[src/rtl/zx_frame_gate.sv]
// Frame-capture sequencer: aligns capture to ZX sync edges, crops the active window and drives DCMI strobes.
// Optional colour-bar generator is enabled by defining ZX_FRAME_GATE_PATTERN_EN.
module zx_frame_gate #(
  parameter int CNT_W   = 10,
  parameter int H_START = 64,
  parameter int H_LEN   = 256,
  parameter int V_START = 48,
  parameter int V_LEN   = 192
) (
  input  logic        ZX_PIX_CLK,
  input  logic        reset,
  input  logic [3:0]  zx_rgbi,
  input  logic        zx_hs,
  input  logic        zx_vs,
  input  logic        cfg_enable,
  input  logic        cfg_single,
  input  logic [3:0]  cfg_skip,
  input  logic        cfg_pattern,
  input  logic        arm,
  output logic [7:0]  dcmi_data,
  output logic        dcmi_vsync,
  output logic        dcmi_hsync,
  output logic        dcmi_pix_en,
  output logic        busy,
  output logic        frame_done,
  output logic [15:0] frame_cnt
);

  typedef enum logic [1:0] {IDLE, WAIT_VS, CAPTURE, SKIP} state_t;

  localparam logic [CNT_W-1:0] CNT_MAX = '1;
  localparam logic [CNT_W:0]   H_LO = (CNT_W+1)'(H_START);
  localparam logic [CNT_W:0]   H_HI = (CNT_W+1)'(H_START + H_LEN);
  localparam logic [CNT_W:0]   V_LO = (CNT_W+1)'(V_START);
  localparam logic [CNT_W:0]   V_HI = (CNT_W+1)'(V_START + V_LEN);

  state_t           state, state_nxt;
  logic [3:0]       skip_cnt, skip_cnt_nxt;
  logic             done_nxt;
  logic             hs_d, vs_d;
  logic             hs_rise, vs_rise;
  logic [CNT_W-1:0] h_cnt, v_cnt;
  logic             in_h, in_v;
  logic             line_vld;
  logic [3:0]       pix_src;

  function automatic logic [CNT_W-1:0] sat_inc(input logic [CNT_W-1:0] v);
    return (v == CNT_MAX) ? v : v + CNT_W'(1);
  endfunction

  assign hs_rise  = zx_hs & ~hs_d;
  assign vs_rise  = zx_vs & ~vs_d;
  assign in_h     = ({1'b0, h_cnt} >= H_LO) && ({1'b0, h_cnt} < H_HI);
  assign in_v     = ({1'b0, v_cnt} >= V_LO) && ({1'b0, v_cnt} < V_HI);
  assign line_vld = (state == CAPTURE) && in_v && in_h;
  assign busy     = (state != IDLE);

`ifdef ZX_FRAME_GATE_PATTERN_EN
  assign pix_src = cfg_pattern ? h_cnt[6:3] : zx_rgbi;
`else
  logic unused_cfg_pattern;
  assign unused_cfg_pattern = cfg_pattern;
  assign pix_src = zx_rgbi;
`endif

  // Config (other than cfg_enable) only matters at the transitions below.
  always_comb begin
    state_nxt    = state;
    skip_cnt_nxt = skip_cnt;
    done_nxt     = 1'b0;
    case (state)
      IDLE: begin
        if (cfg_enable && (!cfg_single || arm))
          state_nxt = WAIT_VS;
      end
      WAIT_VS: begin
        if (!cfg_enable)
          state_nxt = IDLE;
        else if (vs_rise)
          state_nxt = CAPTURE;
      end
      CAPTURE: begin
        if (vs_rise) begin
          done_nxt = 1'b1;
          if (cfg_single || !cfg_enable) begin
            state_nxt = IDLE;
          end else if (cfg_skip != 4'd0) begin
            skip_cnt_nxt = cfg_skip;
            state_nxt    = SKIP;
          end
        end
      end
      SKIP: begin
        if (!cfg_enable) begin
          state_nxt = IDLE;
        end else if (vs_rise) begin
          skip_cnt_nxt = skip_cnt - 4'd1;
          if (skip_cnt == 4'd1)
            state_nxt = CAPTURE;
        end
      end
      default: state_nxt = IDLE;
    endcase
  end

  // Stage p1: counters, sequencer state and registered DCMI outputs
  always_ff @(posedge ZX_PIX_CLK) begin
    if (!reset) begin
      hs_d        <= 1'b0;
      vs_d        <= 1'b0;
      h_cnt       <= '0;
      v_cnt       <= '0;
      state       <= IDLE;
      skip_cnt    <= '0;
      frame_cnt   <= '0;
      frame_done  <= 1'b0;
      dcmi_data   <= '0;
      dcmi_vsync  <= 1'b0;
      dcmi_hsync  <= 1'b0;
      dcmi_pix_en <= 1'b0;
    end else begin
      hs_d     <= zx_hs;
      vs_d     <= zx_vs;
      h_cnt    <= hs_rise ? '0 : sat_inc(h_cnt);
      if (vs_rise)
        v_cnt <= '0;
      else if (hs_rise)
        v_cnt <= sat_inc(v_cnt);
      state    <= state_nxt;
      skip_cnt <= skip_cnt_nxt;
      frame_done <= done_nxt;
      if (done_nxt)
        frame_cnt <= frame_cnt + 16'd1;
      dcmi_vsync  <= (state == CAPTURE) && in_v;
      dcmi_hsync  <= line_vld;
      dcmi_data   <= line_vld ? {4'b0000, pix_src} : 8'h00;
      dcmi_pix_en <= (state != IDLE);
    end
  end

endmodule

[config.mk]
export PLATFORM = sky130hd
export DESIGN_NAME = zx_frame_gate
export DESIGN_NICKNAME = d
export VERILOG_FILES = /design/src/rtl/zx_frame_gate.sv
export SDC_FILE = /design/constraint.sdc
export NUM_CORES = 1
export LEC_CHECK = 0
export CAP_MARGIN = 25
export CORE_AREA = 4 4 80 82
export CTS_CLUSTER_DIAMETER = 30
export DETAILED_ROUTE_END_ITERATION = 8
export DIE_AREA = 0 0 84 86
export DONT_BUFFER_PORTS = 1
export GPL_ROUTABILITY_DRIVEN = 0
export PLACE_DENSITY = 0.63
export SYNTH_ARGS = -nofsm -noshare
export SYNTH_HDL_FRONTEND = slang
export SYNTH_SLANG_ARGS = --single-unit
[constraint.sdc]
create_clock -name ZX_PIX_CLK -period 1.7 [get_ports ZX_PIX_CLK]
set_input_delay 0.34 -clock ZX_PIX_CLK [delete_from_list [all_inputs] [get_ports ZX_PIX_CLK]]
set_output_delay 0.34 -clock ZX_PIX_CLK [all_outputs]
set_load 0.05 [all_outputs]
==> results.cfg, run 1 <==
[final_layout]
diodes = 0
finalNetCount = 331
postLayoutCoreUtil_pct = 50.7
fillers = 584
syn_to_final_growth_pct = 15.5
design_area_mm2 = 0.00291
drive_gt1_share_pct = 18.8

[routing]
drtIter0Drc = 96
drt_first_pass_iters = 5
wl_met3_um = 221
avgViaCountPerCell = 5.45
antenna_left = 0
vias = 2092
maxUsedRoutingLayer = met4
wl_met1_um = 2360
met2_length_um = 2530
wl_per_cell_um = 13.5
drc_errors = 0
finalWirelength_um = 5180

[worst_hold_path]
min_path_cells = 1
whs_endpoint = vs_d
worstHoldStart = zx_vs
min_path_type = primary input to register

[global_routing]
grt_pass1_wl_um = 8810
grt_pass1_vias = 1927
grt_overflow_total = 0
grt_antenna_before_repair = 0
grt_use_total_pct = 14.7
grt_max_degree = 23

[worst_setup_path]
critPathKind = register to register
critical-path-top-delay-family = simple AND/OR/NAND/NOR gates
critPathSlowestCell = or4_1
crit_fanout = 8
start_kind = register
r2r_slack_ns = 0.09
end_kind = register
crit_buf_inv = 0
r2r_start = vs_d
max_stage_delay_ns = 0.49
path_cells = and4bb_2 > nand3_4 > or4_1 > a21oi_1
rr_endpoint = frame_cnt[15]
setup.worst_path.start = vs_d
crit_required_ns = 1.92
arrival_ns = 1.83
reg2reg_depth = 4

[power]
vdd_drop_max_mv = 0.443
combPwrFrac_pct = 9.9
switching_share_pct = 24.6
p_int_uw = 1800
p_sw_uw = 589
finalPower_uw = 2390
power_density_mw_per_mm2 = 821
seqPwrFrac_pct = 53.2
clockPowerShare_pct = 36.9
leakagePower_uw = 0.00112

[placement]
port_buffers = 0
post-dp-hpwl_um = 3870
place_area_mm2 = 0.00278

[die]
ios = 45
die_w_um = 84
initial_core_util_pct = 43.9
die_area_mm2 = 0.00722
die_y_um = 86
rows = 28
core_area_mm2 = 0.00575

[sta]
slew_violations = 0
max_freq_ghz = 0.622
hold_ws_ns = 0.154
min_period_ns = 1.61
rsz0062_at_grt = no
period_share_pct = 94.6
finalSetupViolCount = 0
relSlewSlack_pct = 65.3
hold_viol = 0
finClkSkew_ns = 0.0125
tightest_slew_ns = 0.508

[synth]
yosys_most_used_dff = dfxtp_1
yosysTopAreaCellShare_pct = 41.3
ys_ff_latch = 52
synth_edf_count = 0
synth-seq-area-share_pct = 41.3
avgSynthCellArea_um2 = 8.94
async_flop_share_pct = 0
yosys.area.top_type = dfxtp_1
postSynthCellCount = 282
synth_area_leaders = dfxtp_1 41%, nor2_1 4.2%, ha_1 3.5%
yosysWarnings = 0
netlist_area_mm2 = 0.00252
yosysUniqueCellTypes = 53

[clock_tree]
post_cts_resized = 0
path_clk_slew_ns = 0.09
cts_tree = yes
cts.root.buffer_cell = clkbuf_8
cts_sinks = 52
cts_setup_buffers = 0
ctsHoldBuffers = 0
cts_inserted_buffers = 5
cts_htree_levels = 2
clk_path_buf_depth = 2
clk_latency_ns = 0.30

[outcome]
run_status = complete, no violations

[run]
max-cap-violations = 0
## layout make-up
| type | count | area, µm² | share of cell area, % |
|---|---|---|---|
| clock buffers | 6 | 82.6 | 2.83 |
| clock inverters | 2 | 38.8 | 1.33 |
| inverters | 15 | 56.3 | 1.93 |
| multi-input cells | 204 | 1360 | 46.8 |
| flip-flops and latches | 52 | 1050 | 36.2 |
| well taps | 75 | 93.8 | 3.22 |
| repair buffers | 30 | 225 | 7.73 |
## cells in the final DEF (no fill, tap or decap), types with 3 or more instances in the layout
| cell type | n |
|---|---|
| dfxtp_1 | 42 |
| buf_4 | 30 |
| nor2_1 | 28 |
| a21oi_1 | 15 |
| inv_1 | 14 |
| nand2_1 | 13 |
| and2_1 | 11 |
| nand3_1 | 10 |
| xor2_1 | 10 |
| dfxtp_2 | 10 |
| nand4_1 | 8 |
| or3_1 | 7 |
| o21ai_0 | 7 |
| xnor2_1 | 7 |
| ha_1 | 7 |
| and3_1 | 6 |
| clkbuf_8 | 6 |
| nor3_1 | 5 |
| mux2i_1 | 5 |
| a211oi_1 | 5 |
| and4_1 | 4 |
| o31ai_1 | 4 |
| conb_1 | 4 |
| nand2b_1 | 3 |
| a2111oi_0 | 3 |
| nor4_1 | 3 |
| a311oi_1 | 3 |
## cell usage after synthesis (all sizes together) (3+ instances only)
| master | instances |
|---|---|
| dfxtp | 52 |
| nor2 | 28 |
| a21oi | 15 |
| inv | 15 |
| nand2 | 13 |
| nand3 | 12 |
| and2 | 11 |
| xor2 | 10 |
| buf | 9 |
| nand4 | 9 |
| ha | 7 |
| o21ai | 7 |
| or3 | 7 |
| xnor2 | 7 |
| and3 | 6 |
| a211oi | 5 |
| and4 | 5 |
| clkbuf | 5 |
| mux2i | 5 |
| nor3 | 5 |
| a2111oi | 4 |
| o31ai | 4 |
| a311oi | 3 |
| nand2b | 3 |
| nor3b | 3 |
| nor4 | 3 |
| o311ai | 3 |
## cell families after synthesis
family,count (synthesis),synth area share [%]
AO/OA/AOI/OAI,56,15.1
XOR/XNOR,17,5.90
adder cells (fa/ha/maj),7,3.47
flip-flops,52,41.3
buffers and inverters,29,5.75
AND/OR/NAND/NOR,115,26.3
other,1,0.149
multiplexers,5,1.98
## flip-flops by register name (all words and copies together) (netlist names)
| name | count |
|---|---|
| hs_d | 1 |
| state | 2 |
| v_cnt | 10 |
| h_cnt | 10 |
| dcmi_data | 4 |
| dcmi_pix_en | 1 |
| skip_cnt | 4 |
| vs_d | 1 |
| dcmi_vsync | 1 |
| dcmi_hsync | 1 |
| frame_done | 1 |
| frame_cnt | 16 |
## through the flow
stage | setup slack, ns | cells | TNS (ns)
6_report | 0.0919 | 384 | 0
3_3_place_gp | 0.131 | 376 | 0
3_5_place_dp | 0.0506 | 376 | 0
2_1_floorplan | -0.0581 | 285 | -0.0581
5_1_grt | 0.000703 | 384 | 0
4_1_cts | 0.0187 | 384 | 0
## power groups by stage
stage          registers [µW]  clock network, µW  logic [µW]
3_3_place_gp             1300                  0         230
3_5_place_dp             1300                  0         232
4_1_cts                  1270                919         232
5_1_grt                  1280                981         255
6_report                 1270                883         236
2_1_floorplan            1300                  0         204
## worst max-delay path by stage
stage | slack [ns] | cells past startpoint | end
after global routing | 0.0007 | 4 | frame_cnt[15]
after detailed placement | 0.05 | 4 | frame_cnt[15]
final | 0.09 | 4 | frame_cnt[15]
after CTS | 0.02 | 4 | frame_cnt[15]
after floorplan | -0.06 | 4 | frame_cnt[14]
after global placement | 0.13 | 5 | h_cnt[5]
## layer usage
layer | vias up | GRT usage (%)
li1 | 1064 | -
met3 | 5 | 4.13
met1 | 989 | 17.4
met2 | 34 | 25.8
met5 | - | 0
met4 | 0 | 4.82
(Power assumes the default switching activity.)
==> run 2: changes to the inputs <==
- CORE_AREA: 4 4 80 82 -> 2 2 78 80
- DIE_AREA: 0 0 84 86 -> 0 0 80 82
- clock period: 1.7 -> 1.5 ns (I/O delays scaled with it)
==> results.cfg, run 2 (synthesis results as in run 1) <==
[placement]
port_buffers = 0
post-dp-hpwl_um = 3830
place_ws_ns = -0.0777

[global_routing]
grt_pass1_vias = 1925
grt_use_total_pct = 15.7
grt_antenna_before_repair = 0
grt_overflow_total = 0
grt_max_degree = 23
grt_pass1_wl_um = 8360

[worst_setup_path]
crit_required_ns = 1.74
end_kind = register
start_kind = register
crit_fanout = 7
critPathKind = register to register
arrival_ns = 1.75

[die]
rows = 28
die_w_um = 80
die_area_mm2 = 0.00656
ios = 45
die_y_um = 82
initial_core_util_pct = 43.9
core_area_mm2 = 0.00575

[clock_tree]
cts_inserted_buffers = 5
cts_tree = yes
clk_latency_ns = 0.30
cts_htree_levels = 2
clk_path_buf_depth = 2
cts.root.buffer_cell = clkbuf_8
path_clk_slew_ns = 0.10
cts_sinks = 52

[outcome]
run_status = finished with violations
violations = setup timing

[routing]
wl_met1_um = 2500
drc_errors = 0
wl_met3_um = 254
antenna_left = 0
drt_first_pass_iters = 4
wl_per_cell_um = 13.5
maxUsedRoutingLayer = met4
vias = 2210
avgViaCountPerCell = 5.38
drtIter0Drc = 81
met2_length_um = 2690
finalWirelength_um = 5540

[final_layout]
syn_to_final_growth_pct = 30.0
largest_register_ffs = 16
layout_commonest_cell = buf_4
finalNetCount = 358
regMostFlops = frame_cnt
diodes = 0
fillers = 524
layout_common_cells = 53 x buf_4, 32 x dfxtp_1, 27 x nor2_1
reg.largest.list = frame_cnt x16, h_cnt x10, v_cnt x10
drive_gt1_share_pct = 33.3

[run]
max-cap-violations = 0

[sta]
finClkSkew_ns = 0.0102
period_share_pct = 100
max_freq_ghz = 0.664
setup-tns-final_ns = -0.0112
hold_viol = 0
min_period_ns = 1.51
tightest_slew_ns = 0.515
rsz0062_at_grt = yes
setup_ws_ns = -0.00711
finalSetupViolCount = 2
relSlewSlack_pct = 65.6
slew_violations = 0

[worst_hold_path]
min_path_type = primary input to register

[power]
finalPower_uw = 2810
vdd_drop_max_mv = 0.466
power_density_mw_per_mm2 = 859
leakagePower_uw = 0.00127
[run 2: layout make-up]
class | instances | area (µm²) | area share [%]
clock buffer | 6 | 82.6 | 2.52
clock inverter | 2 | 38.8 | 1.18
inverter | 15 | 56.3 | 1.72
multi-input combinational | 204 | 1480 | 45.2
sequential | 52 | 1080 | 33.0
tap | 75 | 93.8 | 2.86
timing repair buffer | 57 | 443 | 13.5
[run 2: worst max-delay path: stages, from the launching register on]
cell and delay [ns]:
dfxtp_2 0.33, and4bb_4 0.39, nand3_4 0.11, or4_4 0.49, a21oi_1 0.13
[run 2: stage by stage]
stage	hold WS (ns)	cells	utilization [%]	instance area (µm²)
floorplan	0.422	285	-	2560
global placement	0.423	395	51.1	2940
detailed placement	0.425	395	51.1	2940
CTS	0.101	404	54.2	3120
global route	0.105	411	57.1	3280
finish	0.110	411	57.1	3280
[run 2: path summary, 6_finish.rpt]
path              slack (ns)  cells after the start       endpoint        from
hold reg to reg         0.51                      2       v_cnt[7]    v_cnt[7]
hold / removal          0.11                      1   dcmi_data[2]  zx_rgbi[2]
setup / recovery      -0.007                      4  frame_cnt[15]    state[0]
setup reg to reg      -0.007                      4  frame_cnt[15]    state[0]
[run 2: metal layers]
layer | vias to the layer above | GRT usage, %
met4 | 0 | 5.76
met5 | - | 0
li1 | 1120 | -
met1 | 1035 | 19.5
met2 | 40 | 26.5
met3 | 15 | 3.85
[run 2: power breakdown]
group          internal, µW  leakage (µW)  switching (µW)  total (µW)
Combinational           161      0.000776             205         366
Clock                   546     0.0000614             466        1010
Sequential             1400      0.000432            38.5        1440
Total                  2100       0.00127             710        2810
[run 2: timing repair]
item / 4_1_cts / 5_1_grt
pin swaps: 2 / 15
setup buffers: 1 / 7
hold buffers: 0 / 0
gates resized for setup: 15 / 28
setup endpoints to repair: 16 / 25
